--- src/rtl/serial_add_sub.sv ---
`default_nettype none
// ============================================================================
// Module   : serial_add_sub
// Brief    : Bit-serial add/subtract, one full-adder cell, LSB first,
//            valid/ready on both the operand and the result side.
// Revision : 1.0  initial release
// ============================================================================
module serial_add_sub #(
  parameter int WIDTH = 8
) (
  input  logic             clk,
  input  logic             reset,
  input  logic             in_valid,
  output logic             in_ready,
  input  logic [WIDTH-1:0] a,
  input  logic [WIDTH-1:0] b,
  input  logic             sub,
  output logic             out_valid,
  input  logic             out_ready,
  output logic [WIDTH-1:0] result,
  output logic             cout,
  output logic             overflow,
  output logic             zero
);

  localparam int CW = (WIDTH > 2) ? $clog2(WIDTH) : 1;
  localparam logic [CW-1:0] C_LAST    = CW'(WIDTH - 1);
  localparam logic [CW-1:0] C_PRE_MSB = CW'(WIDTH - 2);

  typedef enum logic [1:0] {
    IDLE = 2'd0,
    RUN  = 2'd1,
    DONE = 2'd2
  } state_t;

  state_t           r_state;
  state_t           w_state_next;
  logic [WIDTH-1:0] r_op_a;
  logic [WIDTH-1:0] r_op_b;
  logic [WIDTH-1:0] r_result;
  logic             r_carry;
  logic             r_cmsb;
  logic [CW-1:0]    r_count;
  logic             r_cout;
  logic             r_overflow;
  logic             r_zero;

  logic             w_sum;
  logic             w_carry_next;
  logic [WIDTH-1:0] w_result_next;

  // The single full-adder cell.
  assign w_sum         = r_op_a[0] ^ r_op_b[0] ^ r_carry;
  assign w_carry_next  = (r_op_a[0] & r_op_b[0]) | (r_op_a[0] & r_carry) |
                         (r_op_b[0] & r_carry);
  assign w_result_next = {w_sum, r_result[WIDTH-1:1]};

  always_ff @(posedge clk) begin
    if (reset) begin
      r_state <= IDLE;
    end else begin
      r_state <= w_state_next;
    end
  end

  always_comb begin
    w_state_next = r_state;
    case (r_state)
      IDLE:    if (in_valid) w_state_next = RUN;
      RUN:     if (r_count == C_LAST) w_state_next = DONE;
      DONE:    if (out_ready) w_state_next = IDLE;
      default: w_state_next = IDLE;
    endcase
  end

  always_ff @(posedge clk) begin
    if (reset) begin
      r_op_a     <= '0;
      r_op_b     <= '0;
      r_result   <= '0;
      r_carry    <= 1'b0;
      r_cmsb     <= 1'b0;
      r_count    <= '0;
      r_cout     <= 1'b0;
      r_overflow <= 1'b0;
      r_zero     <= 1'b0;
    end else begin
      case (r_state)
        IDLE: begin
          if (in_valid) begin
            // Subtraction is a + ~b + 1: invert B and seed the carry.
            r_op_a   <= a;
            r_op_b   <= b ^ {WIDTH{sub}};
            r_carry  <= sub;
            r_count  <= '0;
            r_result <= '0;
          end
        end
        RUN: begin
          r_op_a   <= {1'b0, r_op_a[WIDTH-1:1]};
          r_op_b   <= {1'b0, r_op_b[WIDTH-1:1]};
          r_carry  <= w_carry_next;
          r_result <= w_result_next;
          r_count  <= r_count + 1'b1;
          if (r_count == C_PRE_MSB) begin
            r_cmsb <= w_carry_next;
          end
          if (r_count == C_LAST) begin
            r_cout     <= w_carry_next;
            r_overflow <= r_cmsb ^ w_carry_next;
            r_zero     <= (w_result_next == '0);
          end
        end
        default: ;
      endcase
    end
  end

  assign in_ready  = (r_state == IDLE);
  assign out_valid = (r_state == DONE);
  assign result    = r_result;
  assign cout      = r_cout;
  assign overflow  = r_overflow;
  assign zero      = r_zero;

endmodule
`default_nettype wire

--- config.mk ---
export PLATFORM = sky130hd
export DESIGN_NAME = serial_add_sub
export DESIGN_NICKNAME = d
export VERILOG_FILES = /design/src/rtl/serial_add_sub.sv
export SDC_FILE = /design/constraint.sdc
export NUM_CORES = 1
export LEC_CHECK = 0
export BUFFER_PORTS_ARGS = -buffer_cell sky130_fd_sc_hd__buf_2
export CORE_UTILIZATION = 48
export DETAILED_ROUTE_END_ITERATION = 8
export PLACE_DENSITY = 0.77
export RECOVER_POWER = 25
export SYNTH_ARGS = -nofsm -noshare
export SYNTH_HDL_FRONTEND = slang
export SYNTH_SLANG_ARGS = --single-unit
export TNS_END_PERCENT = 1
--- constraint.sdc ---
create_clock -name clk -period 1.4 [get_ports clk]
set_input_delay 0.28 -clock clk [delete_from_list [all_inputs] [get_ports clk]]
set_output_delay 0.28 -clock clk [all_outputs]
set_load 0.1 [all_outputs]
==> flow_metrics.env <==
export IMPL_syn_num_nets=200
export IMPL_start_util=0.518
export IMPL_wl_um=3450
export IMPL_slowest_delay_ns=0.38
export IMPL_dpl_cell_area_mm2=0.00188
export IMPL_n_antenna_cell=0
export IMPL_maxSlewHeadroom=0.747
export IMPL_ys_types=33
export IMPL_rsz0062_at_grt="true"
export IMPL_clk_path_buf_depth=2
export IMPL_wl_per_cell_um=13.5
export IMPL_clkPwrFrac=0.273
export IMPL_ys_seq_area_frac=0.420
export IMPL_layout_commonest_cell="dfxtp_1"
export IMPL_ys_warn_count=0
export IMPL_syn_cell_area_mm2=0.00162
export IMPL_grt_pass1_vias=1309
export IMPL_syn_mean_instance_area_um2=9.25
export IMPL_port_buffers=33
export IMPL_max_slew_worst_pin_slew_ns=0.379
export IMPL_holdPathStages=3
export IMPL_drtAntennaViolNets=0
export IMPL_drv_slew=0
export IMPL_hold_viol_final=0
export IMPL_drive_gt1_frac=0.332
export IMPL_finalCritPeriodShare=1.04
export IMPL_arrival_ns=1.18
export IMPL_setup_ws_ns=-0.0581
export IMPL_start_kind="register"
export IMPL_seq_area_um2=688
export IMPL_route_detailed_drc=0
export IMPL_core_area_mm2=0.00313
export IMPL_numCtsBuffers=5
export IMPL_root_buffer="clkbuf_4"
export IMPL_crit_type="reg2out"
export IMPL_syn_to_final_growth_pct=26.0
export IMPL_status="complete, but fails checks"
export IMPL_antenna_found_initial=0
export IMPL_top_level_ports=34
export IMPL_cts_reportedPaths_clkPinSlew_ns=0.09
export IMPL_cap_violations=0
export IMPL_p_leak_uw=0.000847
export IMPL_hold_buffers=0
export IMPL_worst_setup_path_end_kind="output pin"
export IMPL_setup_tns_ns=-0.0922
export IMPL_fmaxAchievable_mhz=686
export IMPL_violations="setup timing"
export IMPL_p_switching_uw=535
export IMPL_ir_worst_vdd_uv=661
export IMPL_swShare=0.275
export IMPL_layout_nets=237
export IMPL_dieArea_mm2=0.00361
export IMPL_p_int_uw=1410
export IMPL_worstHoldPathType="in2reg"
export IMPL_synth_seq_cells=34
export IMPL_vias=1396
export IMPL_placementRows=20
export IMPL_crit_required_ns=1.12
export IMPL_fillerInstances=274
export IMPL_crit_fanout=6
export IMPL_finalCriticalPeriod_ns=1.46
export IMPL_vias_per_cell=5.47
export IMPL_die_w_um=60.1
export IMPL_crit_chain="buf_12, nor2b_4, buf_12"
export IMPL_place_congestion=0.760
export IMPL_cts_tree="yes"
export IMPL_setup_viol=2
export IMPL_hold_slack_ns=0.209
export IMPL_p_per_area_mw_per_mm2=954
export IMPL_cts_num_sinks=34
export IMPL_h_tree_depth=2
export IMPL_grt_max_degree=36
export IMPL_cp_slowest_cell="dfxtp_4"
export IMPL_grt_pass1_wl_um=5600
export IMPL_seqPwrFrac=0.537
export IMPL_reg2reg_depth=5
export IMPL_drt_pass1_iter_count=4
export IMPL_final_area_mm2=0.00204
export IMPL_mostFrequentLayoutCells="dfxtp_1, nor2_1, buf_2"
export IMPL_cpMostUsedCell="buf_12"
export IMPL_grtUsageTotal=0.214
export IMPL_first_iter_violations=50
export IMPL_skew_ns=0.00628
export IMPL_clk_latency_ns=0.34
export IMPL_total_power_uw=1950
export IMPL_dp_hpwl_um=2420
export IMPL_comb_power_share=0.190
export IMPL_fp_dieH_um=60.1
export IMPL_multi_input_comb_area_um2=880
export IMPL_synthCells=175
export IMPL_grt_overflow=0
metrics by stage:
step                      setup WS, ns  std cells   util
final                          -0.0581        255  0.652
after global routing           -0.0977        255  0.652
after CTS                      -0.0683        252  0.628
after detailed placement        0.0559        245  0.600
after global placement          0.0805        245  0.600
after floorplan                -0.0543        175      -
path summary, 6_finish.rpt:
kind,startpoint,endpoint,slack [ns]
hold reg to reg,r_count[1]$_SDFFE_PP0P_,r_count[1]$_SDFFE_PP0P_,0.49
setup / recovery,r_state[0]$_SDFFE_PP0P_,out_valid,-0.06
setup reg to reg,r_state[0]$_SDFFE_PP0P_,r_op_a[3]$_SDFFE_PP0P_,0.02
hold / removal,b[3],r_op_b[3]$_SDFFE_PP0P_,0.21
cell type report:
cell class              count  area share
clock buffers               6      0.0251
inverters                   2     0.00368
multi-input cells         124       0.431
flip-flops and latches     34       0.337
well taps                  44      0.0270
repair buffers             45       0.176
cells by family after synthesis:
kind of cell,Yosys count,share of synthesized area
flip-flops,34,0.420
AND/OR/NAND/NOR,66,0.219
buffers and inverters,17,0.0549
XOR/XNOR,9,0.0487
AO/OA/AOI/OAI,41,0.196
adder cells (fa/ha/maj),4,0.0356
multiplexers,4,0.0255
critical path: cells and delay by family (launching register included):
kind                   cells  cell delay, ns
flip-flops                 1            0.38
buffers and inverters      2            0.32
AND/OR/NAND/NOR            1            0.13
power groups by stage:
stage                     registers, uW  logic [uW]  clock network [uW]
final                              1050         369                 532
after floorplan                    1080         230                   0
after detailed placement           1070         343                   0
after global routing               1050         402                 591
after CTS                          1040         345                 542
after global placement             1060         331                   0
layer usage:
| layer | GRT usage | up-vias | wire length (um) | part of all wire |
|---|---|---|---|---|
| met5 | 0 | - | 0 | 0 |
| met1 | 0.245 | 674 | 1490 | 0.43 |
| li1 | - | 687 | - | - |
| met2 | 0.367 | 28 | 1770 | 0.51 |
| met3 | 0.0714 | 7 | 122 | 0.035 |
| met4 | 0.0831 | 0 | 62 | 0.018 |
flip-flops by register name (all words and copies together), names as in the netlist:
name and flops:
cout 1, overflow 1, r_carry 1, r_cmsb 1
r_count 3, r_op_a 8, r_op_b 8, r_state 2
result 8, zero 1
synth_stat cells, drive strengths merged:
cell,number,area [um2]
a21oi,11,55.1
a221oi,1,8.76
a22oi,17,128
buf,9,57.6
clkbuf,6,23.8
dfxtp,34,681
fa,1,20.0
ha,3,37.5
inv,2,7.51
mux2,1,11.3
mux2i,3,30.0
nand2,4,15.0
nand2b,10,62.6
nand3,1,5.00
nand3b,2,15.0
nand4b,1,8.76
nor2,23,86.3
nor2b,3,18.8
nor3,11,55.1
nor4,1,6.26
o21ai,2,10.0
o21ba,1,10.0
o21bai,1,11.3
o22ai,8,93.8
or2,1,6.26
or3,1,6.26
or3b,8,70.1
xnor2,7,61.3
xor2,2,17.5
what timing repair did:
item                       in CTS  in global routing
pin swaps                       0                  2
buffers inserted                1                  2
setup endpoints to repair      11                  5
resized for setup              13                  7
cloned                          0                  1
No activity file was read; power rests on OpenSTA's default activity.
